==> src/rtl/multiseg_capture.sv <==
// Display sniffer for a 4-digit multiplexed 7-segment bus: filters scan
// transitions, decodes each digit to BCD and publishes coherent frames.
module multiseg_capture #(
    parameter int STABLE_CYCLES  = 4,
    parameter int TIMEOUT_CYCLES = 65536
) (
    input  logic        clk,
    input  logic        rst_n,
    input  logic [3:0]  seg_anode,
    input  logic [6:0]  seg_cathode,
    output logic [15:0] bcd_out,
    output logic [3:0]  digit_err,
    output logic        frame_valid,
    output logic        frame_done
);

    localparam int SW = $clog2(STABLE_CYCLES) + 1;
    localparam int TW = $clog2(TIMEOUT_CYCLES) + 1;
    localparam logic [SW-1:0] STAB_MAX = SW'(STABLE_CYCLES);
    localparam logic [SW-1:0] STAB_HIT = SW'(STABLE_CYCLES - 1);
    localparam logic [TW-1:0] TMO_HIT  = TW'(TIMEOUT_CYCLES - 1);

    // {valid, digit}
    function automatic logic [4:0] seg_decode(input logic [6:0] cath);
        case (cath)
            7'h40:   seg_decode = {1'b1, 4'd0};
            7'h79:   seg_decode = {1'b1, 4'd1};
            7'h24:   seg_decode = {1'b1, 4'd2};
            7'h30:   seg_decode = {1'b1, 4'd3};
            7'h19:   seg_decode = {1'b1, 4'd4};
            7'h12:   seg_decode = {1'b1, 4'd5};
            7'h02:   seg_decode = {1'b1, 4'd6};
            7'h78:   seg_decode = {1'b1, 4'd7};
            7'h00:   seg_decode = {1'b1, 4'd8};
            7'h10:   seg_decode = {1'b1, 4'd9};
            default: seg_decode = {1'b0, 4'd0};
        endcase
    endfunction

    // {one_hot_low, digit_index}
    function automatic logic [2:0] anode_sel(input logic [3:0] an);
        case (an)
            4'b1110: anode_sel = 3'b100;
            4'b1101: anode_sel = 3'b101;
            4'b1011: anode_sel = 3'b110;
            4'b0111: anode_sel = 3'b111;
            default: anode_sel = 3'b000;
        endcase
    endfunction

    logic [10:0]   samp_q, samp_d;
    logic [10:0]   prev_q, prev_d;
    logic [SW-1:0] stab_q, stab_d;
    logic [TW-1:0] tmo_q, tmo_d;
    logic [15:0]   shadow_q, shadow_d;
    logic [3:0]    sherr_q, sherr_d;
    logic [3:0]    seen_q, seen_d;
    logic [15:0]   bcd_q, bcd_d;
    logic [3:0]    err_q, err_d;
    logic          fv_q, fv_d;
    logic          fd_q, fd_d;

    logic [2:0]    sel;
    logic [4:0]    dec;
    logic          cap;

    always_comb begin
        samp_d = {seg_anode, seg_cathode};
        prev_d = samp_q;

        if (samp_q != prev_q)
            stab_d = '0;
        else if (stab_q == STAB_MAX)
            stab_d = stab_q;
        else
            stab_d = stab_q + 1'b1;

        // prev_q is the sample whose run length stab_q describes
        sel = anode_sel(prev_q[10:7]);
        dec = seg_decode(prev_q[6:0]);
        cap = (stab_q == STAB_HIT) && sel[2];

        shadow_d = shadow_q;
        sherr_d  = sherr_q;
        seen_d   = seen_q;
        bcd_d    = bcd_q;
        err_d    = err_q;
        fv_d     = fv_q;
        fd_d     = 1'b0;

        if (cap)
            tmo_d = '0;
        else if (tmo_q != TMO_HIT)
            tmo_d = tmo_q + 1'b1;
        else
            tmo_d = tmo_q;

        if (!cap && (tmo_q == TMO_HIT)) begin
            fv_d   = 1'b0;
            seen_d = 4'b0000;
        end

        if (seen_q == 4'b1111) begin
            bcd_d  = shadow_q;
            err_d  = sherr_q;
            fd_d   = 1'b1;
            fv_d   = 1'b1;
            seen_d = 4'b0000;
        end

        // a capture coinciding with completion starts the next frame's mask
        if (cap) begin
            seen_d[sel[1:0]] = 1'b1;
            if (dec[4]) begin
                shadow_d[{sel[1:0], 2'b00} +: 4] = dec[3:0];
                sherr_d[sel[1:0]] = 1'b0;
            end else begin
                sherr_d[sel[1:0]] = 1'b1;
            end
        end
    end

    always_ff @(posedge clk or negedge rst_n) begin
        if (!rst_n) begin
            samp_q   <= '1;
            prev_q   <= '1;
            stab_q   <= '0;
            tmo_q    <= '0;
            shadow_q <= '0;
            sherr_q  <= '0;
            seen_q   <= '0;
            bcd_q    <= '0;
            err_q    <= '0;
            fv_q     <= 1'b0;
            fd_q     <= 1'b0;
        end else begin
            samp_q   <= samp_d;
            prev_q   <= prev_d;
            stab_q   <= stab_d;
            tmo_q    <= tmo_d;
            shadow_q <= shadow_d;
            sherr_q  <= sherr_d;
            seen_q   <= seen_d;
            bcd_q    <= bcd_d;
            err_q    <= err_d;
            fv_q     <= fv_d;
            fd_q     <= fd_d;
        end
    end

    assign bcd_out     = bcd_q;
    assign digit_err   = err_q;
    assign frame_valid = fv_q;
    assign frame_done  = fd_q;

endmodule

==> config.mk <==
export PLATFORM = sky130hd
export DESIGN_NAME = multiseg_capture
export DESIGN_NICKNAME = d
export VERILOG_FILES = /design/src/rtl/multiseg_capture.sv
export SDC_FILE = /design/constraint.sdc
export NUM_CORES = 1
export LEC_CHECK = 0
export CORE_MARGIN = 4
export CORE_UTILIZATION = 54
export CTS_BUF_LIST = sky130_fd_sc_hd__clkbuf_2 sky130_fd_sc_hd__clkbuf_4 sky130_fd_sc_hd__clkbuf_8
export CTS_CLUSTER_SIZE = 28
export DETAILED_ROUTE_END_ITERATION = 10
export PLACE_DENSITY_LB_ADDON = 0.15
export SYNTH_ARGS = -nofsm -noshare
export SYNTH_HDL_FRONTEND = slang
export SYNTH_SLANG_ARGS = --single-unit
==> constraint.sdc <==
create_clock -name clk -period 1.95 [get_ports clk]
set_input_delay 0.585 -clock clk [delete_from_list [all_inputs] [get_ports clk]]
set_output_delay 0.585 -clock clk [all_outputs]
set_load 0.02 [all_outputs]
==> impl_summary.log, run 1 <==
[metrics] outcome: finished, violations left
[metrics] failing checks: negative setup slack
[metrics] Final Net Count: 464
[metrics] worst min-delay path category: input pin to async pin
[metrics] GRT Total Usage: 0.2002
[metrics] core area: 6944 um2
[metrics] tightest slew margin relative to the limit: 0.5870
[metrics] total wire length: 8184 um
[metrics] number of antenna repair diodes: 0
[metrics] count of state elements after synthesis: between 80 and 90
[metrics] Syn Nets: 377
[metrics] Setup CP Type: register to register
[metrics] commonest cells after routing, fill and taps aside: 68 x sky130_fd_sc_hd__nand2_1, 66 x sky130_fd_sc_hd__dfrtp_1, 47 x sky130_fd_sc_hd__buf_4
[metrics] vias in the first global route: 2986
[metrics] required time at the worst-slack endpoint: 2240 ps
[metrics] startpoint of the worst register-to-register path: tmo_q[0]
[metrics] Ys Warns: 0
[metrics] worst-margin pin slew: 618.9 ps
[metrics] Hold Slack: 139.3 ps
[metrics] Post-CTS Hold Fix Bufs: 0
[metrics] Setup crit end kind: register
[metrics] signal arrival time at the worst endpoint: around 2300 ps
[metrics] pre-CTS setup slack: -122.0 ps
[metrics] final hold violation count: 0
[metrics] top cells by area, synth: sky130_fd_sc_hd__dfrtp_1 42%, sky130_fd_sc_hd__dfstp_2 15%, sky130_fd_sc_hd__nand2_1 6.7%
[metrics] number of vias per cell after detailed routing: between 5 and 6
[metrics] Avg Synthesized Cell Area: 11.23 um2
[metrics] maximum clock insertion buffer count: 2
[metrics] leading cell type in the layout, fill and taps excluded: sky130_fd_sc_hd__nand2_1
[metrics] Std-Cell Rows: 30
[metrics] gate count of the mapped netlist: 352
[metrics] pin count of the biggest net entering global routing: 35
[metrics] clock tree from TritonCTS: yes
[metrics] startpoint type of the worst setup path: register
[metrics] Post-Synthesis Cell Area: around 4000 um2
[metrics] worst reg2reg path depth: 8
[metrics] number of clock sinks: 88
[metrics] Remaining DRCs: 0
[metrics] worst r2r dst: tmo_q[15]
[metrics] Chip Width: 93.56 um
[metrics] share of synthesized area occupied by flip-flops and latches: 0.5641
[metrics] Detailed Place HPWL: 5540 um
[metrics] total power per unit cell area: 625.5 nW/um2
[metrics] max-cap violations: 0
[metrics] fraction of final layout cells sized beyond drive strength 1: 0.3311
[metrics] Iter 0 DRT Violations: 86
[metrics] CTS clock-pin slew for the worst setup and hold paths: 90 ps
[metrics] final max-slew violation count: 0
[metrics] total number of vias: 2769
[metrics] final worst-path cycle share: 1.041
[metrics] root buffer selected by CTS: sky130_fd_sc_hd__clkbuf_8
[metrics] growth of design area from synthesis to finish: 31.97%
[metrics] setup slack of the critical path after layout: -79.44 ps
[metrics] maximum fanout count along the critical path: 4
[metrics] clock latency reported for the late side of the worst-skew pair: 360 ps
[metrics] CTS buffer count: 9
[metrics] unrepaired setup endpoints after global routing: true
[metrics] minimum clock period after layout: 2029 ps
[metrics] iteration count of the initial detailed-routing pass: 5
[metrics] library cell occupying the most area in the post-synthesis netlist: sky130_fd_sc_hd__dfrtp_1
[metrics] Setup Viol. Count Final: 16
[metrics] top_reg_cell synth: sky130_fd_sc_hd__dfrtp_1
[metrics] final RePlAce weighted congestion: 0.8333
[metrics] CP max stage cell: sky130_fd_sc_hd__dfrtp_1
[metrics] port bufs: 34
[metrics] Remaining Overflow, GRT: 0
[metrics] R2R setup slack: -80 ps
[metrics] number of I/O pins: 35
[metrics] initial cell density of the core: 0.5692
[metrics] antenna violations before repair: 0
[metrics] Peak VDD IR: 445.8 uV
[metrics] end point of the critical path: tmo_q[15]
[metrics] global-route wire length before repair: around 14000 um
[metrics] Die Span Y: 93.56 um
[metrics] reported leakage power: 2.642 nW
[metrics] number of H-tree levels: 3
[metrics] number of synthesized flops with an enable pin: 0
[metrics] Total Die Area: 8753 um2
[metrics] highest clock frequency the design can meet: between 400 and 500 MHz
[metrics] wire length per cell: around 15 um
[metrics] startpoint of the worst setup timing path: tmo_q[0]
[metrics] fraction of synthesized cell area taken by the top area cell type: 0.4179
[metrics] max incr delay on CP: 400 ps
[metrics] distinct cell type count of the synthesized netlist: 46
[metrics] cell-by-cell trace of the critical path: ha_2 -> nand3_1 -> nor4_2 -> ha_2 -> nand4b_1 -> or3_1 -> or3_1 -> a21oi_2
[metrics] share of flip-flops with an asynchronous set or reset after synthesis: 1.000
[metrics] maximum clock skew at final layout: 12.29 ps
[metrics] Final ANT Viol Nets: 0
layer usage:
metal	wire length (um)	vias up	global-route usage
li1	-	1348	-
met1	3424	1355	0.2418
met2	4360	51	0.3526
met3	233	15	0.03138
met4	165	0	0.08785
met5	0	-	0
metrics by stage:
step	cell area (um2)	utilization	power [W]	std cells	TNS, ps
final	5216	0.7512	0.003263	540	-471.0
after global routing	5216	0.7512	0.003391	540	-2178
after CTS	5007	0.7211	0.003269	533	-266.7
after detailed placement	4723	0.6802	0.002125	511	-1173
after global placement	4723	0.6802	0.002117	511	-52.75
after floorplan	3990	-	0.002004	352	-96.65
cells in the mapped netlist (2+ instances only):
cell type                   instances
sky130_fd_sc_hd__nand2_1           71
sky130_fd_sc_hd__dfrtp_1           66
sky130_fd_sc_hd__nor2_1            31
sky130_fd_sc_hd__xor2_1            24
sky130_fd_sc_hd__dfstp_2           22
sky130_fd_sc_hd__ha_1              12
sky130_fd_sc_hd__inv_1             12
sky130_fd_sc_hd__nand3_1           12
sky130_fd_sc_hd__mux2_1            10
sky130_fd_sc_hd__mux2_4             7
sky130_fd_sc_hd__nor3_1             7
sky130_fd_sc_hd__a21oi_1            6
sky130_fd_sc_hd__a32o_1             6
sky130_fd_sc_hd__buf_2              6
sky130_fd_sc_hd__xnor2_1            6
sky130_fd_sc_hd__clkbuf_1           5
sky130_fd_sc_hd__nor4_1             5
sky130_fd_sc_hd__o21ai_0            4
sky130_fd_sc_hd__or3_1              4
sky130_fd_sc_hd__and3_1             3
sky130_fd_sc_hd__nand4_1            3
sky130_fd_sc_hd__o2bb2ai_1          3
sky130_fd_sc_hd__and3b_4            2
sky130_fd_sc_hd__nand3b_4           2
sky130_fd_sc_hd__nor2b_1            2
worst max-delay path, delay by kind of cell (launching register included):
family | cells | cell delay [ps]
AOI/OAI and AO/OA | 1 | 130
adders and majority gates | 2 | 420
DFF | 1 | 400
and+or+nand+nor | 5 | 1020
state kept, by name, indices dropped and copies added (netlist names), named ones only:
name	count
tmo_q	17
bcd_out	16
frame_done	1
shadow_q	16
frame_valid	1
stab_q	3
prev_q	11
prev_d	11
digit_err	4
seen_q	4
power by group:
part | switching, W | internal, W
Sequential | 0.0000306 | 0.00187
Clock | 0.000655 | 0.000481
Combinational | 0.000117 | 0.000113
final cells by class:
class / count / area, um2
inverter: 13 / 51.30
timing repair buffer: 88 / 827.0
clock inverter: 6 / 45.04
sequential: 88 / 2230
multi-input combinational: 239 / 1812
clock buffer: 10 / 131.4
tap: 96 / 120.1
fill: 467 / 1728
worst min path at each step:
stage | end | slack (ps)
after global placement | prev_q[1] | 360
after global routing | bcd_out[7] | 160
final | bcd_out[11] | 140
after floorplan | async pin | 290
after detailed placement | prev_q[2] | 360
after CTS | bcd_out[9] | 150
cell families (layout without fill, tap and decap cells):
kind of cell | after synthesis | in the layout | synth area share
simple gates | 154 | 154 | 0.1906
flops | 88 | 88 | 0.5641
xor+xnor | 30 | 30 | 0.06648
compound gates | 25 | 25 | 0.05572
buf+inv | 25 | 117 | 0.02754
mux | 18 | 18 | 0.05761
fa+ha+maj | 12 | 12 | 0.03799
repair_timing:
action / 4_1_cts / 5_1_grt
setup endpoints to repair: 22 / 43
setup buffers: 6 / 7
resized for setup: 15 / 42
pin swaps: 9 / 11
Note: power is estimated with default switching activity, not from simulation.
==> inputs of run 2 (changes only) <==
--- a/config.mk
+++ b/config.mk
@@ -11,6 +11,7 @@
 export CTS_CLUSTER_SIZE = 28
 export DETAILED_ROUTE_END_ITERATION = 10
 export PLACE_DENSITY_LB_ADDON = 0.15
+export SKIP_LAST_GASP = 1
 export SYNTH_ARGS = -nofsm -noshare
 export SYNTH_HDL_FRONTEND = slang
 export SYNTH_SLANG_ARGS = --single-unit
==> run 2 against run 1 <==
The flow still finishes with violations (negative setup slack). Critical path type unchanged. Global-route usage did not move. Routed wire length fell by 0.12%. Setup slack barely moved. First-iteration DRC count rose by 2.3%. Critical endpoint unchanged.
==> impl_summary.log, run 2 (synthesized netlist as in run 1, its figures left out) <==
[metrics] maximum clock insertion buffer count: 2 (unchanged)
[metrics] worst min-delay path category: input pin to async pin
[metrics] CTS clock-pin slew for the worst setup and hold paths: 90 ps (about the same)
[metrics] commonest cells after routing, fill and taps aside: 69 x sky130_fd_sc_hd__nand2_1, 66 x sky130_fd_sc_hd__dfrtp_1, 47 x sky130_fd_sc_hd__buf_4
[metrics] multi-input gate area in the final layout: 1809 um2 (-0.14%)
[metrics] number of vias per cell after detailed routing: 5.137 (+0.18%)
[metrics] final RePlAce weighted congestion: 0.8333 (unchanged)
[metrics] final core utilization: 0.7508 (about the same)
[metrics] worst r2r dst: tmo_q[15]
[metrics] outcome: finished, violations left
[metrics] clock tree from TritonCTS: yes
[metrics] maximum fanout count along the critical path: 4 (unchanged)
[metrics] total wire length: 8174 um (-0.12%)
[metrics] signal arrival time at the worst endpoint: 2320 ps (about the same)
[metrics] growth of design area from synthesis to finish: 31.91% (about the same)
[metrics] Setup crit end kind: register
[metrics] number of inserted filler cells in the final layout: 468 (+0.21%)
[metrics] maximum clock skew at final layout: 12.26 ps (-0.02470 ps)
[metrics] total number of vias: 2774 (+0.18%)
[metrics] placed cell count: 511 (unchanged)
[metrics] final std cell area, no fill: 5214 um2 (about the same)
[metrics] wire length per cell: 15.14 um (-0.12%)
[metrics] number of antenna repair diodes: 0 (unchanged)
[metrics] Total Die Area: 8753 um2 (unchanged)
[metrics] Chip Width: 93.56 um (unchanged)
[metrics] Setup Viol. Count Final: 16 (unchanged)
[metrics] number of clock sinks: 88 (unchanged)
[metrics] reported leakage power: 2.642 nW (about the same)
[metrics] placement-stage cell area: 4723 um2 (unchanged)
[metrics] number of H-tree levels: 3 (unchanged)
[metrics] highest clock frequency the design can meet: 492.7 MHz (about the same)
[metrics] global-route wire length before repair: 13610 um (unchanged)
[metrics] Sequential cell area: 2230 um2 (unchanged)
[metrics] aggregate negative setup slack: -439.8 ps (+31.18 ps)
[metrics] unrepaired setup endpoints after global routing: true
[metrics] leading cell type in the layout, fill and taps excluded: sky130_fd_sc_hd__nand2_1
[metrics] final worst-path cycle share: 1.041 (about the same)
[metrics] R2R setup slack: -80 ps (about the same)
[metrics] clock latency reported for the late side of the worst-skew pair: 360 ps (about the same)
[metrics] Final Net Count: 464 (unchanged)
[metrics] max incr delay on CP: 400 ps (about the same)
[metrics] max-cap violations: 0 (unchanged)
[metrics] Setup CP Type: register to register
[metrics] required time at the worst-slack endpoint: 2240 ps (about the same)
[metrics] register name with the most flops: tmo_q
[metrics] startpoint type of the worst setup path: register
[metrics] port bufs: 34 (unchanged)
[metrics] Iter 0 DRT Violations: 88 (+2.3%)
[metrics] worst reg2reg path depth: 8 (unchanged)
[metrics] Remaining DRCs: 0 (unchanged)
[metrics] vias in the first global route: 2986 (unchanged)
[metrics] tightest slew margin relative to the limit: 0.5883 (+0.001385)
[metrics] Peak VDD IR: 446.0 uV (about the same)
[metrics] CP max stage cell: sky130_fd_sc_hd__dfrtp_1
[metrics] Largest register FFs: 17 (unchanged)
[metrics] setup slack of the critical path after layout: -79.44 ps (+0.005200 ps)
[metrics] Std-Cell Rows: 30 (unchanged)
[metrics] cell-by-cell trace of the critical path: ha_2 -> nand3_1 -> nor4_2 -> ha_2 -> nand4b_1 -> or3_1 -> or3_1 -> a21oi_2
[metrics] worst-margin pin slew: 616.8 ps (-2.076 ps)
[metrics] fin cells: 540 (unchanged)
[metrics] Die Span Y: 93.56 um (unchanged)
[metrics] final max-slew violation count: 0 (unchanged)
[metrics] startpoint of the worst register-to-register path: tmo_q[0]
[metrics] Remaining Overflow, GRT: 0 (unchanged)
[metrics] number of I/O pins: 35 (unchanged)
[metrics] failing checks: negative setup slack
[metrics] Final ANT Viol Nets: 0 (unchanged)
[metrics] minimum clock period after layout: 2029 ps (-0.005200 ps)
[metrics] core area: 6944 um2 (unchanged)
[metrics] Detailed Place HPWL: 5540 um (unchanged)
[metrics] pin count of the biggest net entering global routing: 35 (unchanged)
[metrics] CTS buffer count: 9 (unchanged)
[metrics] Hold Slack: 138.6 ps (-0.7080 ps)
[metrics] final hold violation count: 0 (unchanged)
[metrics] root buffer selected by CTS: sky130_fd_sc_hd__clkbuf_8
[metrics] total power per unit cell area: 625.9 nW/um2 (about the same)
[metrics] iteration count of the initial detailed-routing pass: 4 (-1)
[metrics] fraction of final layout cells sized beyond drive strength 1: 0.3288 (-0.002252)
[metrics] initial cell density of the core: 0.5692 (unchanged)
[metrics] GRT Total Usage: 0.2002 (unchanged)
[metrics] antenna violations before repair: 0 (unchanged)
run 2: stage by stage:
| step | setup slack [ps] | power, W |
|---|---|---|
| floorplan | -96.65 | 0.002004 |
| global placement | -52.75 | 0.002117 |
| detailed placement | -122.0 | 0.002125 |
| CTS | -41.10 | 0.003269 |
| global route | -170.0 | 0.003391 |
| finish | -79.44 | 0.003263 |
run 2: worst max-delay path: cells and delay by family (launching register included):
kind	cells	cell delay (ps)
AND/OR/NAND/NOR	5	1020
flip-flops	1	400
AO/OA/AOI/OAI	1	130
adder cells (fa/ha/maj)	2	420
run 2: repair_timing:
item,in CTS,in global routing
gates resized for setup,15,41
buffers inserted,6,7
hold buffers,0,0
endpoints found under the setup margin,22,43
pin swaps,9,11
run 2: worst max-delay path by stage:
stage / start / cells past startpoint / slack [ps] / end
2_1_floorplan: tmo_q[10] / 9 / -100 / tmo_q[15]
3_3_place_gp: tmo_q[12] / 8 / -50 / tmo_q[15]
3_5_place_dp: prev_q[9] / 7 / -120 / shadow_q[4]
4_1_cts: prev_q[4] / 5 / -40 / shadow_q[4]
5_1_grt: tmo_q[10] / 10 / -170 / tmo_q[13]
6_report: tmo_q[0] / 8 / -80 / tmo_q[15]
run 2: layout make-up:
type / instances / share of cell area
Multi-Input combinational cell: 239 / 0.3470
Clock inverter: 6 / 0.008639
Timing Repair Buffer: 88 / 0.1586
Inverter: 13 / 0.009839
Tap cell: 96 / 0.02304
Sequential cell: 88 / 0.4276
Clock buffer: 10 / 0.02520
run 2: metal layers:
layer  wire [um]  global-route usage
met3         235             0.03138
met5           0                   0
met4         170             0.08785
met1        3406              0.2418
met2        4361              0.3526
run 2: where the power goes:
group	total, W	switching (W)	leakage (nW)	internal [W]
Clock	0.00114	0.000655	0.0823	0.000481
Combinational	0.000229	0.000116	1.42	0.000113
Sequential	0.00190	0.0000305	1.14	0.00187
Total	0.00326	0.000802	2.64	0.00246
